[src/rtl/frame_pkg.sv]
// Shared types and constants for the ADC frame builder.
package frame_pkg;

    // Header is sync, sequence number and length, ahead of the samples.
    localparam int unsigned HDR_WORDS = 3;

    localparam logic [15:0] DEF_SYNC_WORD     = 16'hA55A;
    localparam logic [15:0] DEF_UNDERRUN_FILL = 16'h8000;

    typedef enum logic [2:0] {
        IDLE,
        HDR_SYNC,
        HDR_SEQ,
        HDR_LEN,
        RD_REQ,
        RD_WAIT,
        SAMPLE,
        CKSUM
    } state_t;

    // Total words on the wire for a frame of len samples (header + samples + checksum).
    function automatic int unsigned frame_words(input int unsigned len);
        return len + HDR_WORDS + 1;
    endfunction

endpackage

[src/rtl/frame_builder.sv]
// Pops one capture from the sample FIFO and emits it as a framed word stream:
// sync, sequence number, length, samples, mod-2^16 checksum of the samples.
//
// Output handshake: a word moves on any cycle where out_valid_o and out_ready_i
// are both high. Once out_valid_o rises, out_data_o holds still and out_valid_o
// stays high until that transfer happens; valid only falls after a transfer.
module frame_builder
    import frame_pkg::*;
#(
    parameter int unsigned     DATA_W        = 16,
    parameter int unsigned     FRAME_LEN     = 100,
    parameter logic [15:0]     SYNC_WORD     = DEF_SYNC_WORD,
    parameter logic [15:0]     UNDERRUN_FILL = DEF_UNDERRUN_FILL
) (
    input  logic              clk,
    input  logic              rst,
    input  logic              start_i,
    input  logic              fifo_empty_i,
    input  logic [DATA_W-1:0] fifo_data_i,
    output logic              fifo_rd_o,
    output logic [DATA_W-1:0] out_data_o,
    output logic              out_valid_o,
    input  logic              out_ready_i,
    output logic              busy_o,
    output logic              done_o,
    output logic              underrun_o,
    output state_t            state_dbg
);

    // FRAME_LEN is at most 16383, so a 14-bit sample index is enough.
    localparam int unsigned       IDX_W    = 14;
    localparam logic [IDX_W-1:0]  IDX_LAST = IDX_W'(FRAME_LEN - 1);
    localparam logic [DATA_W-1:0] LEN_WORD = DATA_W'(FRAME_LEN);

    state_t             state;
    state_t             state_d;
    logic [15:0]        seq;
    logic               seq_inc;
    logic [IDX_W-1:0]   idx;
    logic [IDX_W-1:0]   idx_d;
    logic [DATA_W-1:0]  cksum;
    logic [DATA_W-1:0]  cksum_d;
    logic [DATA_W-1:0]  out_data_d;
    logic               out_valid_d;
    logic               done_d;
    logic               underrun_d;
    logic               xfer;

    assign xfer      = out_valid_o && out_ready_i;
    assign busy_o    = (state != IDLE);
    assign state_dbg = state;

    // State register.
    always_ff @(posedge clk or negedge rst) begin
        if (!rst) begin
            state <= IDLE;
        end else begin
            state <= state_d;
        end
    end

    // Next-state, output-register loads and the FIFO pop strobe.
    always_comb begin
        state_d     = state;
        out_data_d  = out_data_o;
        out_valid_d = out_valid_o;
        done_d      = 1'b0;
        underrun_d  = underrun_o;
        idx_d       = idx;
        cksum_d     = cksum;
        seq_inc     = 1'b0;
        fifo_rd_o   = 1'b0;
        case (state)
            IDLE: begin
                if (start_i) begin
                    out_data_d  = DATA_W'(SYNC_WORD);
                    out_valid_d = 1'b1;
                    underrun_d  = 1'b0;
                    idx_d       = '0;
                    cksum_d     = '0;
                    state_d     = HDR_SYNC;
                end
            end
            HDR_SYNC: begin
                if (xfer) begin
                    out_data_d = DATA_W'(seq);
                    state_d    = HDR_SEQ;
                end
            end
            HDR_SEQ: begin
                if (xfer) begin
                    out_data_d = LEN_WORD;
                    state_d    = HDR_LEN;
                end
            end
            HDR_LEN: begin
                if (xfer) begin
                    out_valid_d = 1'b0;
                    state_d     = RD_REQ;
                end
            end
            RD_REQ: begin
                // An empty FIFO is padded with the fill word rather than stalling.
                if (fifo_empty_i) begin
                    out_data_d  = DATA_W'(UNDERRUN_FILL);
                    out_valid_d = 1'b1;
                    underrun_d  = 1'b1;
                    state_d     = SAMPLE;
                end else begin
                    fifo_rd_o = 1'b1;
                    state_d   = RD_WAIT;
                end
            end
            RD_WAIT: begin
                out_data_d  = fifo_data_i;
                out_valid_d = 1'b1;
                state_d     = SAMPLE;
            end
            SAMPLE: begin
                if (xfer) begin
                    cksum_d = cksum + out_data_o;
                    idx_d   = idx + 1'b1;
                    if (idx == IDX_LAST) begin
                        out_data_d = cksum_d;
                        state_d    = CKSUM;
                    end else begin
                        out_valid_d = 1'b0;
                        state_d     = RD_REQ;
                    end
                end
            end
            CKSUM: begin
                if (xfer) begin
                    out_valid_d = 1'b0;
                    done_d      = 1'b1;
                    seq_inc     = 1'b1;
                    state_d     = IDLE;
                end
            end
            default: begin
                out_valid_d = 1'b0;
                state_d     = IDLE;
            end
        endcase
    end

    // Output word, flags, sample index and running checksum.
    always_ff @(posedge clk or negedge rst) begin
        if (!rst) begin
            out_data_o  <= '0;
            out_valid_o <= 1'b0;
            done_o      <= 1'b0;
            underrun_o  <= 1'b0;
            idx         <= '0;
            cksum       <= '0;
        end else begin
            out_data_o  <= out_data_d;
            out_valid_o <= out_valid_d;
            done_o      <= done_d;
            underrun_o  <= underrun_d;
            idx         <= idx_d;
            cksum       <= cksum_d;
        end
    end

    // Frame sequence number: advances only when a frame completes, wraps at 16 bits.
    always_ff @(posedge clk or negedge rst) begin
        if (!rst) begin
            seq <= '0;
        end else if (seq_inc) begin
            seq <= seq + 16'd1;
        end
    end

endmodule

[config.mk]
export PLATFORM = sky130hd
export DESIGN_NAME = frame_builder
export DESIGN_NICKNAME = d
export VERILOG_FILES = /design/src/rtl/frame_pkg.sv /design/src/rtl/frame_builder.sv
export SDC_FILE = /design/constraint.sdc
export NUM_CORES = 1
export LEC_CHECK = 0
export ABC_AREA = 1
export CAP_MARGIN = 10
export CORE_MARGIN = 2
export CORE_UTILIZATION = 35
export CTS_CLUSTER_SIZE = 14
export DETAILED_ROUTE_END_ITERATION = 12
export GPL_TIMING_DRIVEN = 0
export PLACE_DENSITY = 0.53
export SYNTH_ARGS = -nofsm -noshare
export SYNTH_HDL_FRONTEND = slang
export SYNTH_SLANG_ARGS = --single-unit
[constraint.sdc]
create_clock -name clk -period 1.7 [get_ports clk]
set_clock_uncertainty 0.15 [all_clocks]
set_input_delay 0.255 -clock clk [delete_from_list [all_inputs] [get_ports clk]]
set_output_delay 0.255 -clock clk [all_outputs]
set_load 0.01 [all_outputs]
=== Word-level counts from Yosys, hierarchy flattened ===
Index checks and enable logic that the tools add are counted.

* Add/sub/neg operators: 3
* Equality and inequality tests: 18
* Muxes and demuxes: 34
* Reduce and logical (&&, ||, !) cells: 13

{| class="wikitable"
|+ Operator list
! cell !! number
|-
| $mux 16 || 8
|-
| $pmux 16 s6 || 1
|-
| $pmux 16 s2 || 1
|-
| $mux 14 || 2
|-
| $pmux 14 s2 || 1
|-
| $pmux 3 s8 || 1
|-
| $mux 3 || 6
|-
| $ne 2x2->1 const B || 9
|-
| $add 16x1->16 const B || 1
|-
| $add 16x16->16 || 1
|-
| $add 14x1->14 const B || 1
|-
| $eq 14x7->1 const B || 1
|-
| $eq 3x3->1 const B || 4
|-
| $reduce_and 6->1 || 2
|-
| $mux 1 || 10
|-
| $reduce_and 7->1 || 1
|-
| $eq 3x2->1 const B || 2
|-
| $reduce_and 3->1 || 2
|-
| $reduce_bool 6->1 || 1
|-
| $pmux 1 s5 || 1
|-
| $reduce_bool 5->1 || 1
|-
| $mux 2 || 2
|-
| $reduce_bool 2->1 || 2
|-
| $eq 3x1->1 const B || 1
|-
| other kinds (6) || 6
|}

* Flip-flop bits (word level): 68
* Output and inout port bits: 24
* Logic and storage cells: 76

=== Longest topological paths before layout ===
Gate-level depths: netlist (run 1).

* Depth after elaboration: 4
* Gate-level depth with buffers: 13
* Gate-level depth less buffers: 13

=== Worst setup path after synthesis (run 1) ===
No wires, ideal clock.

* Path kind: register to register
* Start: register out_data_o[0]
* End: register out_data_o[14]
* Data arrival time: 1.704 ns
* Data required time: 1.434 ns
* Slack: -0.270 ns
* Cell stages (with the launch flop): 13
* Period minus slack after synthesis: 1.970 ns
* Path through: dfrtp_1 -> ha_1 -> fa_1 -> nand2_1 -> nand2_1 -> nand3_1 -> nand2_1 -> nand2_1 -> nand3_1 -> nand3_1 -> nand2_1 -> nand2_1 -> nand2_1

* Cells in the longest elaborated chain, start to end: 4

{| class="wikitable"
|+ Ends and longest elaborated chain
! element !! line !! text
|-
| from (decl) || frame_builder.sv:21 || <nowiki>output logic [DATA_W-1:0] out_data_o,</nowiki>
|-
| from (signal assigned) || frame_builder.sv:157 || <nowiki>out_data_o <= out_data_d;</nowiki>
|-
| $add 16x16->16 || frame_builder.sv:121 || <nowiki>cksum_d = cksum + out_data_o;</nowiki>
|-
| $mux 16 || frame_builder.sv:123 || <nowiki>if (idx == IDX_LAST) begin</nowiki>
|-
| $mux 16 || frame_builder.sv:120 || <nowiki>if (xfer) begin</nowiki>
|-
| $pmux 16 s6 || frame_builder.sv:73 || <nowiki>case (state)</nowiki>
|}

No other way between the ends. The select of a mux whose other input is x is not followed.
A chain may end at the register's enable or synchronous reset.

=== Final worst setup path (run 1) ===
* Start: register cksum[0]
* End: register out_data_o[14]

* Cells in the longest elaborated chain, start to end: 4

{| class="wikitable"
|+ Ends and longest elaborated chain
! element !! line !! text
|-
| from (decl) || frame_builder.sv:41 || <nowiki>logic [DATA_W-1:0] cksum;</nowiki>
|-
| from (signal assigned) || frame_builder.sv:162 || <nowiki>cksum <= cksum_d;</nowiki>
|-
| $add 16x16->16 || frame_builder.sv:121 ||
|-
| $mux 16 || frame_builder.sv:123 ||
|-
| $mux 16 || frame_builder.sv:120 ||
|-
| $pmux 16 s6 || frame_builder.sv:73 ||
|}

No other way between the ends. The select of a mux whose other input is x is not followed.

==> results of run 1 <==
[power by group]
group	total [mW]	switching [mW]	internal, mW
combinational	0.0916	0.0445	0.0471
sequential	1.62	0	1.62
clock	1.96	0.714	1.25
[cell usage in the layout, fill, tap and decap left out, types with 10 or more instances in the layout]
cell and n:
nand2_1 154, inv_1 74, dfrtp_1 60, buf_4 42
nand2_2 38, buf_6 27, nor2_1 26, clkdlybuf4s50_1 23
nand3_1 22, nand3_2 19, o21ai_1 17, dlygate4sd2_1 17
xor2_1 16, ha_4 15, nand2_4 14, a21oi_1 14
nand4_1 10
[critical path, cell delays in order (launching register included)]
cell	delay (ns)
dfrtp_1	0.41
ha_4	0.18
fa_2	0.39
nand2_4	0.10
nand2_2	0.06
nand3_2	0.09
nand2_4	0.09
nand2_4	0.08
nand2_2	0.06
nand2_2	0.07
nand3_2	0.08
nand2_1	0.06
nand2_1	0.05
nand2_1	0.05
[cell families after synthesis]
logic type / count (synthesis)
fa+ha+maj: 18
flops: 68
buf+inv: 99
simple gates: 335
xor+xnor: 22
compound gates: 78
[through the flow]
| step | setup WS (ns) | instance area [um^2] | setup TNS (ns) | hold WS (ns) |
|---|---|---|---|---|
| finish | -0.296 | 7120 | -11.11 | 0.249 |
| global placement | -2.52 | 5300 | -175.04 | 0.322 |
| CTS | -0.280 | 6660 | -8.12 | 0.265 |
| floorplan | -0.153 | 4640 | -1.14 | -0.191 |
| detailed placement | -0.552 | 5310 | -21.92 | 0.0918 |
| global route | -0.412 | 7120 | -17.44 | 0.295 |
[layer usage]
layer  track usage (%)  routed length (um)  vias up
met3              3.00                 484       28
li1                  -                   -     2265
met1              28.5                6660     2153
met4              8.81                 366        0
met5                 0                   0        -
met2              35.8                7160       97
[sequential cells by signal, summed over array words and instances (netlist names)]
register     flops
cksum           16
done_o           1
idx             14
out_data_o      16
out_valid_o      1
seq             16
state_dbg        3
underrun_o       1
[layout make-up]
type | instances | area [um^2] | area share [%]
flip-flops and latches | 68 | 1710 | 24.1
clock inverters | 1 | 30.0 | 0.422
repair inverters | 1 | 11.3 | 0.158
clock buffers | 14 | 274 | 3.85
plain buffers | 11 | 148 | 2.07
repair buffers | 114 | 1170 | 16.4
inverters | 88 | 353 | 4.96
well taps | 172 | 215 | 3.02
multi-input cells | 453 | 3210 | 45.1
[worst min-delay path by stage]
stage	startpoint	end	slack, ns	cells after the start
finish	rst	underrun_o$_DFFE_PN0P_	0.25	2
CTS	rst	underrun_o$_DFFE_PN0P_	0.27	2
floorplan	rst	cksum[0]$_DFFE_PN0P_	-0.19	0
global placement	underrun_o$_DFFE_PN0P_	underrun_o$_DFFE_PN0P_	0.32	2
detailed placement	rst	underrun_o$_DFFE_PN0P_	0.09	1
global route	rst	underrun_o$_DFFE_PN0P_	0.30	2
[timing repair]
action / in CTS / in global routing
pin swaps: 40 / 38
hold endpoints to repair: 31 / 0
resized for setup: 164 / 96
hold buffers: 1 / 0
buffers inserted: 46 / 21
cloned: 6 / 0
setup endpoints to repair: 71 / 59
==> key figures, run 1 <==
GRT
  • Total GRT Usage: 21.6%
  • First-pass GRT wire length: 23.5 mm
  • Initial antenna violation count: 0
  • Overflow after GRT: 0
  • Vias in the first global route: 4601
  • Pin count of the biggest net entering global routing: 38

STA
  • Period utilisation layout: 117%
  • Final hold vios: 0
  • Worst slew pin tran: 0.460 ns
  • Final Max Slew Viols: 0
  • Fmax: 501 MHz
  • Endpoints failing setup: 61
  • Final Critical Period: 2.00 ns
  • Max_slew headroom: 69.1%
  • Final WS setup: -0.296 ns
  • RSZ-0062 raised after global routing: yes

Yosys
  • Largest family of logic cells by synthesized area: simple AND/OR/NAND/NOR gates
  • Synthesis Warnings: 0
  • Synth cell count leaders: nand2_1 (204), inv_1 (81), dfrtp_1 (68)
  • Post-Synthesis Net Count: 659
  • Simple-gate share of the synthesized area: 33.2%
  • Synth Cell Area: 4520 um^2
  • Synthesized flop and latch total: 68
  • Post-synth EDFFs: 0
  • Post-Synth Adder-Cell Area: 5.15%
  • Synth Area in Compound Gates: 11.0%
  • Main flop type after synthesis: dfrtp_1
  • Synth Instances: 620
  • Most frequent cell after synthesis: nand2_1
  • Most area-hungry cell type in the Yosys netlist: dfrtp_1
  • Xor-xnor portion of the synthesized cell area: 4.27%
  • Top-area cell type share of the netlist area: 37.7%
  • Yosys cell types: 45
  • Synthesized area per cell: 7.29 um^2
  • Post-synthesis mux area share: 0%
  • Post-synthesis sequential area ratio: 37.7%
  • FFs w/ async S/R, synth: 100%
  • Area contributors post-synth: dfrtp_1 (38%), nand2_1 (17%), inv_1 (6.7%), nand3_1 (5.1%), ha_1 (4.7%)

Clock tree
  • TritonCTS Buffers: 9
  • CTS tree: done
  • Clock Path Buffers: 2
  • H-tree levels: 3
  • Worst-Skew Late Latency: 0.35 ns
  • Clk slew on worst S/H paths: 0.06 ns
  • Root buf cell: clkbuf_16
  • CTS sink cnt: 68

Floorplan
  • Die X: 118 um
  • Total die area: 13800 um^2
  • # IOs: 45
  • Num rows: 41
  • Die Y: 118 um
  • Initial Utilization: 35.8%
  • Core area: 12600 um^2

Critical path
  • Register-to-Register Setup Slack: -0.30 ns
  • CP Data Arrival Time: 2.13 ns
  • Reg2Reg Capture Point: out_data_o[14]$_DFFE_PN0P_
  • Req. time, crit path: 1.84 ns
  • Startpoint Class: register
  • Worst R2R Start: cksum[0]$_DFFE_PN0P_
  • WS Path Type: register to register
  • Worst Setup SP: cksum[0]$_DFFE_PN0P_
  • Worst r2r path cells: 13
  • Crit-path max FO: 3
  • CP endpoint kind: register
  • Worst Setup EP: out_data_o[14]$_DFFE_PN0P_

Pwr
  • Worst VDD drop: 0.291 mV
  • Total power: 3.67 mW
  • Leakage: 3.40 nW
  • Cell Pwr Density: 516 nW/um^2

Status
  • Failing checks: negative setup slack
  • Status: finished, violations left

Placement
  • RD Place Congestion: 0.930
  • Inst Count DP: 837
  • Post-DP HPWL: 9.46 mm
  • IO buf count: 44

Route
  • Post-route ant nets: 0
  • DR vias/cell: 4.93
  • Via Count: 4543
  • Routed len/inst: 15.9 um
  • WL final: 14.7 mm
  • Drt initial violations: 173
  • DRT Pass-1 Iters: 4
  • DRC: 0

Finish
  • Post-route insts no fill: 922
  • Layout Utilization: 56.4%
  • Antenna fix cells: 0
  • Final #Nets: 785
  • Fill count: 1153
  • Syn-to-layout area delta: 57.5%
  • Share of cells above drive strength 1: 36.1%

Worst hold path
  • Hold Crit Class: primary input to async pin

Job
  • MaxCap Viol Count: 0
Power figures use the tool's default switching activity.
==> inputs of run 2 (changes only) <==
--- a/config.mk
+++ b/config.mk
@@ -7,12 +7,11 @@
 export LEC_CHECK = 0
 export ABC_AREA = 1
 export CAP_MARGIN = 10
-export CORE_MARGIN = 2
-export CORE_UTILIZATION = 35
+export CORE_UTILIZATION = 49
 export CTS_CLUSTER_SIZE = 14
 export DETAILED_ROUTE_END_ITERATION = 12
 export GPL_TIMING_DRIVEN = 0
-export PLACE_DENSITY = 0.53
+export PLACE_DENSITY = 0.71
 export SYNTH_ARGS = -nofsm -noshare
 export SYNTH_HDL_FRONTEND = slang
 export SYNTH_SLANG_ARGS = --single-unit
==> key figures, run 2 (same netlist as run 1, synthesis figures left out) <==
Status
  • Status: finished, violations left (unchanged)
  • Failing checks: design-rule violations, negative setup slack (was negative setup slack)

Route
  • Drt initial violations: 506 (was 173)
  • DRT Pass-1 Iters: 12 (was 4)
  • DR vias/cell: 6.15 (was 4.93)
  • Post-route ant nets: 0 (unchanged)
  • Via Count: 5402 (was 4543)
  • Routed len/inst: 20.8 um (was 15.9 um)
  • WL final: 18.3 mm (was 14.7 mm)
  • DRC: 1 (was 0)

GRT
  • Initial antenna violation count: 0 (unchanged)
  • Pin count of the biggest net entering global routing: 69 (was 38)
  • First-pass GRT wire length: 24.9 mm (was 23.5 mm)
  • Total GRT Usage: 33.6% (was 21.6%)
  • Vias in the first global route: 5120 (was 4601)
  • Overflow after GRT: 0 (unchanged)

Critical path
  • Startpoint Class: register (unchanged)
  • CP Data Arrival Time: 2.22 ns (was 2.13 ns)
  • Worst Setup EP: idx[7]$_DFFE_PN0P_ (was out_data_o[14]$_DFFE_PN0P_)
  • Register-to-Register Setup Slack: -0.40 ns (was -0.30 ns)
  • Worst Setup SP: state_dbg[1]$_DFFE_PN0P_ (was cksum[0]$_DFFE_PN0P_)
  • CP endpoint kind: register (unchanged)
  • Worst r2r path cells: 13 (unchanged)
  • Crit-path max FO: 4 (was 3)
  • Worst R2R Start: state_dbg[1]$_DFFE_PN0P_ (was cksum[0]$_DFFE_PN0P_)
  • Req. time, crit path: 1.82 ns (was 1.84 ns)
  • WS Path Type: register to register (unchanged)
  • Reg2Reg Capture Point: idx[7]$_DFFE_PN0P_ (was out_data_o[14]$_DFFE_PN0P_)

Placement
  • IO buf count: 44 (unchanged)
  • RD Place Congestion: 0.919 (was 0.930)
  • Post-DP HPWL: 8.68 mm (was 9.46 mm)

Floorplan
  • Num rows: 34 (was 41)
  • Total die area: 9610 um^2 (was 13800 um^2)
  • Initial Utilization: 51.3% (was 35.8%)
  • Die X: 98.0 um (was 118 um)
  • Die Y: 98.0 um (was 118 um)
  • Core area: 8810 um^2 (was 12600 um^2)
  • # IOs: 45 (unchanged)

STA
  • Worst slew pin tran: 0.916 ns (was 0.460 ns)
  • Final WS setup: -0.402 ns (was -0.296 ns)
  • Endpoints failing setup: 59 (was 61)
  • Fmax: 476 MHz (was 501 MHz)
  • Post-Route Setup TNS: -16.04 ns (was -11.11 ns)
  • Final Critical Period: 2.10 ns (was 2.00 ns)
  • Final Max Slew Viols: 0 (unchanged)
  • Period utilisation layout: 124% (was 117%)
  • RSZ-0062 raised after global routing: yes (unchanged)
  • Max_slew headroom: 38.9% (was 69.1%)
  • Final hold vios: 0 (unchanged)

Finish
  • Commonest non-fill, non-tap cell in the layout: nand2_1 (unchanged)
  • Fill count: 417 (was 1153)
  • Largest registers: cksum (16), out_data_o (16), seq (16) (unchanged)
  • Area taken by multi-input logic gates: 3400 um^2 (was 3210 um^2)
  • Share of cells above drive strength 1: 41.6% (was 36.1%)
  • Final #Nets: 804 (was 785)
  • Syn-to-layout area delta: 62.5% (was 57.5%)
  • Most frequent cells in the layout: nand2_1 (136), inv_1 (74), dfrtp_1 (60), buf_4 (54), nand2_2 (44) (was nand2_1 (154), inv_1 (74), dfrtp_1 (60), buf_4 (42), nand2_2 (38))
  • Layout Utilization: 83.3% (was 56.4%)
  • Antenna fix cells: 0 (unchanged)
  • Reg area: 1710 um^2 (unchanged)

Worst hold path
  • Hold Crit Class: register to register (was primary input to async pin)

Pwr
  • Worst VDD drop: 0.351 mV (was 0.291 mV)
  • Cell Pwr Density: 452 nW/um^2 (was 516 nW/um^2)
  • Total power: 3.32 mW (was 3.67 mW)
  • Leakage: 3.51 nW (was 3.40 nW)

Clock tree
  • H-tree levels: 3 (unchanged)
  • Worst-Skew Late Latency: 0.38 ns (was 0.35 ns)
  • Root buf cell: clkbuf_8 (was clkbuf_16)
  • TritonCTS Buffers: 9 (unchanged)
  • CTS tree: done (unchanged)
  • CTS sink cnt: 68 (unchanged)
  • Clk slew on worst S/H paths: 0.10 ns (was 0.06 ns)
  • Clock Path Buffers: 2 (unchanged)

Job
  • MaxCap Viol Count: 0 (unchanged)
==> run 2: report_power, final <==
part / internal [mW] / total (mW) / switching [mW]
Combinational: 0.0424 / 0.0856 / 0.0432
Clock: 0.876 / 1.62 / 0.743
Sequential: 1.62 / 1.62 / 0
==> run 2: worst min path at each step <==
| stage | endpoint | slack [ns] | startpoint | cells past startpoint |
|---|---|---|---|---|
| global route | underrun_o$_DFFE_PN0P_ | 0.38 | underrun_o$_DFFE_PN0P_ | 2 |
| finish | underrun_o$_DFFE_PN0P_ | 0.35 | underrun_o$_DFFE_PN0P_ | 2 |
| global placement | underrun_o$_DFFE_PN0P_ | 0.32 | underrun_o$_DFFE_PN0P_ | 2 |
| CTS | seq[15]$_DFFE_PN0P_ | 0.35 | seq[15]$_DFFE_PN0P_ | 2 |
| detailed placement | underrun_o$_DFFE_PN0P_ | 0.28 | rst | 1 |
| floorplan | cksum[0]$_DFFE_PN0P_ | -0.19 | rst | 0 |
==> run 2: routing by layer <==
metal	vias to the layer above	track usage (%)	wire length [um]	part of all wire (%)
li1	2294	-	-	-
met1	2534	39.5	6470	35
met2	425	55.5	8520	47
met3	149	7.37	1800	9.9
met4	0	21.7	1490	8.1
met5	-	0	0	0
==> run 2: final cells by class <==
class / count / area share (%)
sequential: 68 / 23.3
clock inverter: 5 / 1.16
buffer: 10 / 1.91
clock buffer: 11 / 1.93
inverter: 88 / 5.01
multi-input combinational: 454 / 46.3
tap: 108 / 1.84
timing repair buffer: 134 / 18.6
==> run 2: critical path, cell delays in order (launching register included) <==
cell	delay [ns]
dfrtp_1	0.40
buf_6	0.15
nor2_4	0.05
buf_6	0.12
nand3b_4	0.08
o21ai_4	0.09
buf_12	0.14
nor2_8	0.20
buf_12	0.14
nand2_4	0.06
nor2_4	0.17
nand2_2	0.07
nor2_1	0.09
nor2_1	0.05
==> run 2: what timing repair did <==
action / CTS / global route
hold buffers: 1 / 0
buffers inserted: 59 / 33
pin swaps: 46 / 53
endpoints found under the hold margin: 68 / 0
cloned: 6 / 0
gates resized for setup: 198 / 122
setup endpoints to repair: 74 / 64
==> run 2: stage by stage <==
stage	hold slack (ns)	setup slack, ns	instances	cell area (um^2)
2_1_floorplan	-0.191	-0.153	620	4640
3_3_place_gp	0.321	-2.35	772	5220
3_5_place_dp	0.278	-0.508	772	5210
4_1_cts	0.354	-0.286	854	6750
5_1_grt	0.381	-0.463	878	7340
6_report	0.352	-0.402	878	7340
==> inputs of run 3 (changes only) <==
--- a/config.mk
+++ b/config.mk
@@ -7,11 +7,13 @@
 export LEC_CHECK = 0
 export ABC_AREA = 1
 export CAP_MARGIN = 10
-export CORE_UTILIZATION = 49
+export CELL_PAD_IN_SITES_DETAIL_PLACEMENT = 1
+export CELL_PAD_IN_SITES_GLOBAL_PLACEMENT = 1
+export CORE_UTILIZATION = 38
 export CTS_CLUSTER_SIZE = 14
 export DETAILED_ROUTE_END_ITERATION = 12
 export GPL_TIMING_DRIVEN = 0
-export PLACE_DENSITY = 0.71
+export PLACE_DENSITY = 0.75
 export SYNTH_ARGS = -nofsm -noshare
 export SYNTH_HDL_FRONTEND = slang
 export SYNTH_SLANG_ARGS = --single-unit
==> key figures, run 3 (same netlist as run 1, synthesis figures left out) <==
Route
  • Met3 Wirelength: 1.63 mm (was 1.80 mm)
  • Top Metal Used: met4 (unchanged)
  • WL final: 24.9 mm (was 18.3 mm)
  • Drt initial violations: 393 (was 506)
  • DR vias/cell: 6.01 (was 6.15)
  • Post-route ant nets: 0 (unchanged)
  • DRT Pass-1 Iters: 7 (was 12)
  • Routed len/inst: 27.2 um (was 20.8 um)
  • Via Count: 5489 (was 5402)
  • DRC: 0 (was 1)
  • Wire length on met1: 9.62 mm (was 6.47 mm)
  • DR WL met2: 12.2 mm (was 8.52 mm)

Floorplan
  • # IOs: 45 (unchanged)
  • Core area: 11500 um^2 (was 8810 um^2)
  • Die Y: 111 um (was 98.0 um)
  • Total die area: 12300 um^2 (was 9610 um^2)
  • Initial Utilization: 39.2% (was 51.3%)
  • Die X: 111 um (was 98.0 um)
  • Num rows: 39 (was 34)

Clock tree
  • Worst-Skew Late Latency: 0.37 ns (was 0.38 ns)
  • H-tree levels: 3 (unchanged)
  • CTS tree: done (unchanged)
  • Clk slew on worst S/H paths: 0.07 ns (was 0.10 ns)
  • Clock Path Buffers: 2 (unchanged)
  • Root buf cell: clkbuf_16 (was clkbuf_8)
  • CTS sink cnt: 68 (unchanged)
  • TritonCTS Buffers: 9 (unchanged)

Critical path
  • CP Data Arrival Time: 2.30 ns (was 2.22 ns)
  • WS Path Type: register to register (unchanged)
  • Worst R2R Start: cksum[0]$_DFFE_PN0P_ (was state_dbg[1]$_DFFE_PN0P_)
  • Reg2Reg Capture Point: out_data_o[14]$_DFFE_PN0P_ (was idx[7]$_DFFE_PN0P_)
  • CP endpoint kind: register (unchanged)
  • Register-to-Register Setup Slack: -0.50 ns (was -0.40 ns)
  • Critical Path Max Stage Delay: 0.43 ns (was 0.40 ns)
  • Req. time, crit path: 1.80 ns (was 1.82 ns)
  • Cells along the critical path: ha_4, fa_2, nand2_2, nand2_2, nand3_2, nand2_4, nand2_4, nand3_2, nand3_2, nand2_1, nand2_1, nand2_1 (was buf_6, nor2_4, buf_6, nand3b_4, o21ai_4, buf_12, nor2_8, buf_12, nand2_4, nor2_4, nand2_2, nor2_1, nor2_1)
  • Worst path slowest cell: dfrtp_1 (unchanged)
  • Worst r2r path cells: 12 (was 13)
  • Startpoint Class: register (unchanged)
  • Crit-path max FO: 3 (was 4)

Finish
  • Largest registers: cksum (16), out_data_o (16), seq (16) (unchanged)
  • Final #Nets: 805 (was 804)
  • Antenna fix cells: 0 (unchanged)
  • Commonest non-fill, non-tap cell in the layout: nand2_1 (unchanged)
  • Fill count: 1255 (was 417)
  • Syn-to-layout area delta: 70.9% (was 62.5%)
  • Share of cells above drive strength 1: 43.3% (was 41.6%)
  • Post-route insts no fill: 914 (was 878)
  • Most frequent cells in the layout: nand2_1 (140), inv_1 (75), dfrtp_1 (57), buf_4 (55), nand2_2 (36) (was nand2_1 (136), inv_1 (74), dfrtp_1 (60), buf_4 (54), nand2_2 (44))

GRT
  • Initial antenna violation count: 0 (unchanged)
  • Pin count of the biggest net entering global routing: 40 (was 69)
  • Vias in the first global route: 5363 (was 5120)
  • Total GRT Usage: 30.1% (was 33.6%)
  • Overflow after GRT: 0 (unchanged)
  • First-pass GRT wire length: 28.3 mm (was 24.9 mm)

STA
  • Final hold vios: 0 (unchanged)
  • Max_slew headroom: 60.5% (was 38.9%)
  • Endpoints failing setup: 68 (was 59)
  • Final Critical Period: 2.20 ns (was 2.10 ns)
  • WHS: 0.233 ns (was 0.352 ns)
  • Final Max Slew Viols: 0 (unchanged)
  • Final WS setup: -0.501 ns (was -0.402 ns)
  • Period utilisation layout: 129% (was 124%)
  • Fmax: 454 MHz (was 476 MHz)
  • Worst slew pin tran: 0.587 ns (was 0.916 ns)
  • RSZ-0062 raised after global routing: yes (unchanged)

Placement
  • Dpl ws: -0.595 ns (was -0.508 ns)
  • RD Place Congestion: 0.846 (was 0.919)
  • IO buf count: 44 (unchanged)
  • Inst Count DP: 808 (was 772)
  • Post-DP HPWL: 10.6 mm (was 8.68 mm)

Status
  • Failing checks: negative setup slack (was design-rule violations, negative setup slack)
  • Status: finished, violations left (unchanged)

Pwr
  • Leakage: 3.73 nW (was 3.51 nW)
  • Worst VDD drop: 0.834 mV (was 0.351 mV)
  • Cell Pwr Density: 557 nW/um^2 (was 452 nW/um^2)

Job
  • MaxCap Viol Count: 0 (unchanged)

Worst hold path
  • Hold Crit Class: primary input to async pin (was register to register)
-- run 3: cell types whose count changed in the layout (fill, tap and decap cells not counted), sizes merged --
| cell | change |
|---|---|
| buf | -4 |
| dlymetal6s2s | +4 |
| clkbuf | +2 |
| clkinv | +1 |
| nor2 | -1 |
| dlygate4sd2 | -4 |
| bufinv | +3 |
| inv | -1 |
| clkdlybuf4s50 | +1 |
-- run 3: stage by stage --
| step | util [%] | area (um^2) | setup TNS [ns] | power [mW] |
|---|---|---|---|---|
| CTS | 57.7 | 6650 | -8.24 | 4.26 |
| global route | 67.0 | 7720 | -22.51 | 4.36 |
| finish | 67.0 | 7720 | -19.05 | 4.30 |
| detailed placement | 45.8 | 5280 | -22.70 | 1.74 |
| floorplan | - | 4640 | -1.14 | 1.65 |
| global placement | 45.7 | 5260 | -179.89 | 1.73 |
-- run 3: final cells by class --
class	instances	area (um^2)	share of cell area [%]
multi-input combinational	453	3490	45.2
timing repair inverter	1	16.3	0.211
clock inverter	7	163	2.11
tap	143	179	2.32
inverter	88	389	5.04
timing repair buffer	135	1380	17.8
sequential	68	1720	22.2
buffer	10	169	2.19
clock buffer	9	225	2.92
-- run 3: per-layer routing --
metal  GRT usage [%]  vias to the layer above
li1                -                     2301
met2            52.2                      297
met3            4.81                      129
met4            14.4                        0
met5               0                        -
met1            36.4                     2762
-- run 3: power breakdown --
part           total [mW]  internal, mW  switching (mW)
combinational      0.0961        0.0473          0.0488
clock                2.58          1.73           0.854
sequential           1.62          1.62               0
-- run 3: worst max-delay path by stage --
stage / startpoint / slack [ns] / end / cells past startpoint
floorplan: out_data_o[0]$_DFFE_PN0P_ / -0.15 / out_data_o[14]$_DFFE_PN0P_ / 12
global placement: rst / -2.60 / state_dbg[2]$_DFFE_PN0P_ / 1
detailed placement: idx[0]$_DFFE_PN0P_ / -0.60 / out_data_o[6]$_DFFE_PN0P_ / 7
CTS: cksum[0]$_DFFE_PN0P_ / -0.29 / out_data_o[14]$_DFFE_PN0P_ / 13
global route: out_data_o[11]$_DFFE_PN0P_ / -0.55 / out_data_o[14]$_DFFE_PN0P_ / 12
finish: cksum[0]$_DFFE_PN0P_ / -0.50 / out_data_o[14]$_DFFE_PN0P_ / 12
-- run 3: timing repair --
action | 4_1_cts | 5_1_grt
resized for setup | 153 | 191
setup buffers | 52 | 39
hold buffers | 1 | 0
cloned | 1 | 5
endpoints found under the hold margin | 29 | 0
pin swaps | 40 | 60
setup endpoints to repair | 73 | 70
-- run 3: critical path, delay by kind of cell, from the launching register on --
kind	cells	cell delay (ns)
adder cells (fa/ha/maj)	2	0.58
flip-flops	1	0.43
AND/OR/NAND/NOR	10	0.92
